[config.mk]
export PLATFORM = sky130hd
export DESIGN_NAME = tcam_kv_engine
export DESIGN_NICKNAME = d
export VERILOG_FILES = /design/src/rtl/tcam_kv_engine.sv
export SDC_FILE = /design/constraint.sdc
export NUM_CORES = 2
export LEC_CHECK = 0
export BUFFER_PORTS_ARGS = -buffer_cell sky130_fd_sc_hd__buf_4
export CAP_MARGIN = 20
export CORE_MARGIN = 2
export CORE_UTILIZATION = 60
export CTS_CLUSTER_DIAMETER = 200
export DETAILED_ROUTE_END_ITERATION = 10
export GPL_ROUTABILITY_DRIVEN = 0
export PLACE_DENSITY = 0.81
export SETUP_SLACK_MARGIN = 0.2
export SYNTH_ARGS = -nofsm -noshare
export SYNTH_HDL_FRONTEND = slang
export SYNTH_SLANG_ARGS = --single-unit
export TNS_END_PERCENT = 20
[constraint.sdc]
create_clock -name clk -period 3.2 [get_ports clk]
set_input_delay 0.16 -clock clk [delete_from_list [all_inputs] [get_ports clk]]
set_output_delay 0.16 -clock clk [all_outputs]
set_load 0.02 [all_outputs]
[src/rtl/tcam_kv_engine.sv]
// Ternary CAM with associated values and a two-stage lookup pipeline.
// Lowest matching index wins; writes/invalidates/flushes are posted in order.
module tcam_kv_engine #(
  parameter  int KEY_WIDTH   = 32,
  parameter  int DEPTH       = 16,
  parameter  int VALUE_WIDTH = 32,
  localparam int AW          = $clog2(DEPTH)
) (
  input  logic                   clk,
  input  logic                   rst,
  input  logic                   req_valid,
  output logic                   req_ready,
  input  logic [1:0]             req_op,
  input  logic [AW-1:0]          req_addr,
  input  logic [KEY_WIDTH-1:0]   req_key,
  input  logic [KEY_WIDTH-1:0]   req_mask,
  input  logic [VALUE_WIDTH-1:0] req_value,
  output logic                   resp_valid,
  input  logic                   resp_ready,
  output logic                   resp_hit,
  output logic [AW-1:0]          resp_addr,
  output logic [VALUE_WIDTH-1:0] resp_value,
  output logic [31:0]            lookup_cnt,
  output logic [31:0]            hit_cnt
);

  localparam logic [1:0] OP_LKP = 2'b00;
  localparam logic [1:0] OP_WR  = 2'b01;
  localparam logic [1:0] OP_INV = 2'b10;
  localparam logic [1:0] OP_FL  = 2'b11;

  logic [DEPTH-1:0]       r_vld;
  logic [KEY_WIDTH-1:0]   r_key [DEPTH];
  logic [KEY_WIDTH-1:0]   r_msk [DEPTH];
  logic [VALUE_WIDTH-1:0] r_val [DEPTH];

  logic                   r_s1_v;
  logic [KEY_WIDTH-1:0]   r_s1_key;
  logic                   r_s2_v;
  logic                   r_s2_hit;
  logic [AW-1:0]          r_s2_addr;
  logic [VALUE_WIDTH-1:0] r_s2_val;
  logic [31:0]            r_lkp_cnt;
  logic [31:0]            r_hit_cnt;

  logic                   w_adv;
  logic                   w_acc;
  logic                   w_lkp;
  logic [DEPTH-1:0]       w_match;
  logic                   w_hit;
  logic [AW-1:0]          w_idx;
  logic [VALUE_WIDTH-1:0] w_val;

  assign w_adv = !r_s2_v || resp_ready;
  assign w_acc = req_valid && w_adv;
  assign w_lkp = w_acc && (req_op == OP_LKP);

  // Scan high to low so the lowest matching index is left standing.
  always_comb begin
    w_match = '0;
    w_hit   = 1'b0;
    w_idx   = '0;
    w_val   = '0;
    for (int i = DEPTH-1; i >= 0; i--) begin
      w_match[i] = r_vld[i] &&
        (((r_s1_key ^ r_key[i]) & ~r_msk[i]) == '0);
      if (w_match[i]) begin
        w_hit = 1'b1;
        w_idx = AW'(i);
        w_val = r_val[i];
      end
    end
  end

  always_ff @(posedge clk or negedge rst) begin
    if (!rst) begin
      r_vld <= '0;
      for (int i = 0; i < DEPTH; i++) begin
        r_key[i] <= '0;
        r_msk[i] <= '0;
        r_val[i] <= '0;
      end
    end else if (w_acc) begin
      unique case (req_op)
        OP_WR: begin
          r_vld[req_addr] <= 1'b1;
          r_key[req_addr] <= req_key;
          r_msk[req_addr] <= req_mask;
          r_val[req_addr] <= req_value;
        end
        OP_INV: r_vld[req_addr] <= 1'b0;
        OP_FL:  r_vld <= '0;
        default: ;
      endcase
    end
  end

  always_ff @(posedge clk or negedge rst) begin
    if (!rst) begin
      r_s1_v    <= 1'b0;
      r_s1_key  <= '0;
      r_s2_v    <= 1'b0;
      r_s2_hit  <= 1'b0;
      r_s2_addr <= '0;
      r_s2_val  <= '0;
    end else if (w_adv) begin
      r_s1_v <= w_lkp;
      if (w_lkp) r_s1_key <= req_key;
      r_s2_v    <= r_s1_v;
      r_s2_hit  <= r_s1_v && w_hit;
      r_s2_addr <= r_s1_v ? w_idx : '0;
      r_s2_val  <= r_s1_v ? w_val : '0;
    end
  end

  always_ff @(posedge clk or negedge rst) begin
    if (!rst) begin
      r_lkp_cnt <= '0;
      r_hit_cnt <= '0;
    end else begin
      if (w_lkp && (r_lkp_cnt != '1))
        r_lkp_cnt <= r_lkp_cnt + 32'd1;
      if (w_adv && r_s1_v && w_hit && (r_hit_cnt != '1))
        r_hit_cnt <= r_hit_cnt + 32'd1;
    end
  end

  assign req_ready  = w_adv;
  assign resp_valid = r_s2_v;
  assign resp_hit   = r_s2_hit;
  assign resp_addr  = r_s2_addr;
  assign resp_value = r_s2_val;
  assign lookup_cnt = r_lkp_cnt;
  assign hit_cnt    = r_hit_cnt;

endmodule
==> summary.md <==
| Metric | Value |
|---|---|
| Hold Path Cell Cnt | `5` |
| Worst Hold Launch | `req_valid` |
| Setup slack, reg-to-reg | `-0.15 ns` |
| Final hold slack | `0.0630 ns` |
| Clock Path Buffers | `3` |
| Die width | `365 µm` |
| Metal3 WL | `46,000 µm` |
| Syn Nets | `6,223` |
| Slew headroom | `14.9%` |
| DRC Markers | `0` |
| GRT Total Usage | `42.7%` |
| Fraction of registers with async set/reset | `100%` |
| Outcome | `finished, violations left` |
| VDD IR-drop max | `0.449 mV` |
| Yosys warning count | `0` |
| Crit path max-delay family | `simple AND/OR/NAND/NOR gates` |
| First-pass GRT wire length | `412,000 µm` |
| Max-cap violation count | `0` |
| Vias in the first global route | `60,500` |
| Post-Syn Area | `78,300 µm²` |
| Post-synth EDFFs | `0` |
| Ports | `209` |
| Clock slew at reported path FFs | `0.06 ns` |
| Setup-failing EPs final | `66` |
| Leak Pwr | `42.1 nW` |
| Primary FF master, synth | `dfrtp_1` |
| Synth Instances | `6,115` |
| Area growth syn-to-layout | `21.2%` |
| Chip height | `365 µm` |
| Routed WL | `292,000 µm` |
| Violated checks | `setup timing` |
| CTS tree | `yes` |
| H-Tree Depth | `4` |
| Initial Utilization | `60.5%` |
| Final #Nets | `6,674` |
| Most common cell after layout, fill and taps aside | `dfrtp_1` |
| DRT iter0 DRCs | `10,500` |
| Clk Latency, worst-skew pair | `0.84 ns` |
| Worst hold path class | `in -> reg` |
| Port Buf Inserts | `208` |
| Final cell count without fillers | `8,536` |
| Grt ovf | `0` |
| CP cell instances | `buf_4, xnor2_2, o22ai_1, nor4_1, nand4_1, buf_4, o22ai_1, nor3b_4, nand4_1, buf_6, buf_12, buf_16, nand4_1, xnor2_1` |
| Fill cells | `7,616` |
| Crit path buffers/inverters | `5` |
| Most used cell, CP | `nand4_1` |
| Fmax | `298 MHz` |
| Core area | `129,000 µm²` |
| Std-Cell Rows | `132` |
| Die area | `133,000 µm²` |
| Top Metal Used | `met5` |
| Critical path type | `reg -> reg` |
| Layout cells sized above 1 | `42.7%` |
| Slowest cell on crit path | `dfrtp_2` |
| Syn Area/Cell | `12.8 µm²` |
| Via count | `61,700` |
| Setup Skew | `0.0336 ns` |
| Drt pass-1 iters | `7` |
| Clock Sinks | `1,687` |
| Worst endpoint required time | `3.89 ns` |
| Placed cell count | `7,976` |
| CTS buffer count | `169` |
| CP startpoint kind | `flop` |
| Vias per cell | `7.23` |
| Met1 Wirelength | `101,000 µm` |
| Worst Path Arrival | `4.04 ns` |
| Synth cell types | `79` |
| Root Buffer | `clkbuf_16` |
| Pwr dens | `634 nW/µm²` |
| Final setup margin | `-0.154 ns` |
| Post-detailed-route wirelength per cell | `34.2 µm` |
| Initial antenna violation count | `45` |
| Crit Reg-Reg Endpoint | `hit_cnt[29]` |
| Minimum clock period | `3.35 ns` |
| Met2 WL | `120,000 µm` |
| Register bit total from synthesis | `1,687` |
| Most frequent cells in the layout | `1,670 x dfrtp_1, 1,566 x mux2_2, 454 x buf_4, 433 x xnor2_1, 320 x o22ai_1` |
| Reg2Reg Depth | `14` |
| Fin crit share | `105%` |
| Tightest Pin Transition | `1.28 ns` |
| Max Slew Vio Count | `0` |
| Hold EP | `r_vld[7]` |
| Final hold viol count | `0` |
| Critical R2R Launch | `r_s1_key[24]` |
| Dpl hpwl | `170,000 µm` |
| Largest net degree at the start of global routing | `127` |
| Register area share after synthesis | `53.9%` |
| Critical path endpoint category | `flop` |
| Antenna-violating nets left | `0` |
| Crit-path max cell delay | `0.43 ns` |
| Max FO, Critical Path | `8` |
| RSZ-0062 raised after global routing | `true` |
==> flip-flops by register name, summed over array words and instances, names as in the netlist <==
register,count
r_key,512
r_msk,512
r_val,512
hit_cnt,32
lookup_cnt,32
r_s1_key,32
resp_value,32
r_vld,16
resp_addr,4
r_s1_v,1
resp_hit,1
resp_valid,1
==> timing repair <==
action                                  in CTS  in global routing
hold buffers                               103                  1
buffers inserted                            32                 13
pin swaps                                  140                 89
gates cloned                                 9                  3
gates resized for setup                    307                217
endpoints found under the hold margin     2419                  1
endpoints found under the setup margin      99                419
==> Yosys cell counts, drive strengths merged, types with 30 or more instances <==
cell     instances  share of area (%)
a22o            35               0.39
nand3b          32               0.31
o2bb2a          30               0.38
o41a            30               0.43
buf            168                1.4
or3             37               0.30
nand4           40               0.32
and2            41               0.33
nand2           75               0.37
o21ai          220                1.4
a211o           31               0.35
o2111ai         32               0.36
xnor2          566                6.4
dfrtp         1687                 54
a31oi           38               0.30
clkbuf         293                1.4
nor3            44               0.33
nor4           134                1.1
mux2          1568                 23
nor2           223                1.1
a2111o          30               0.43
o22ai          357                2.9
o211ai          43               0.41
mux2i           30               0.38
a21oi          135               0.86
nand3           81               0.52
==> stage by stage <==
step | util (%) | setup WS (ns) | cell area, µm² | setup TNS [ns] | total power, mW
after global placement | 65.2 | -0.531 | 84400 | -17.49 | 36.8
after CTS | 72.1 | 0.00758 | 93300 | 0 | 58.6
after detailed placement | 65.2 | -0.571 | 84400 | -20.28 | 37.3
final | 73.3 | -0.154 | 94900 | -4.90 | 60.2
after global routing | 73.2 | -0.179 | 94800 | -5.92 | 61.5
after floorplan | - | 0.327 | 78300 | 0 | 32.6
==> kinds of logic after synthesis <==
kind of cell | share of synthesized area (%)
flops | 53.9
mux | 22.9
compound gates | 8.56
simple gates | 5.30
xor+xnor | 6.43
buf+inv | 2.85
fa+ha+maj | 0.0319
==> worst min-delay path: stages <==
cell and delay [ns]:
buf_4 0.14, nand2_1 0.15, nor3b_2 0.08, nand3_2 0.19, o21ai_0 0.11
==> power breakdown <==
part           switching, mW  internal, mW  leakage (nW)  total (mW)
logic                   7.31          5.96          16.8        13.3
registers               2.23          24.0          22.5        26.2
clock network           8.87          11.8          2.82        20.7
total                   18.4          41.8          42.1        60.2
==> layout make-up <==
cell class / count / area, µm² / area share, %
diodes: 92 / 230 / 0.242
clock buffers: 250 / 4970 / 5.23
clock inverters: 57 / 757 / 0.797
inverters: 8 / 32.5 / 0.0343
multi-input cells: 3961 / 36600 / 38.6
flip-flops and latches: 1687 / 42200 / 44.5
well taps: 1742 / 2180 / 2.30
repair buffers: 739 / 7940 / 8.36
==> per-layer routing <==
metal,global-route usage [%],up-vias
met5,0.327,-
met4,31.1,10
met3,17.4,1684
met2,58.7,5852
met1,54.4,30800
li1,-,23400
==> worst max-delay path by stage <==
stage | cells after the start | slack (ns) | startpoint | to
after floorplan | 10 | 0.33 | resp_valid | r_msk[150]
after global placement | 12 | -0.53 | r_s1_key[11] | resp_addr[0]
after detailed placement | 12 | -0.57 | r_s1_key[11] | resp_addr[0]
after CTS | 13 | 0.008 | r_s1_key[11] | resp_value[25]
after global routing | 14 | -0.18 | r_s1_key[8] | hit_cnt[29]
final | 14 | -0.15 | r_s1_key[24] | hit_cnt[29]
Power figures use the tool's default switching activity.
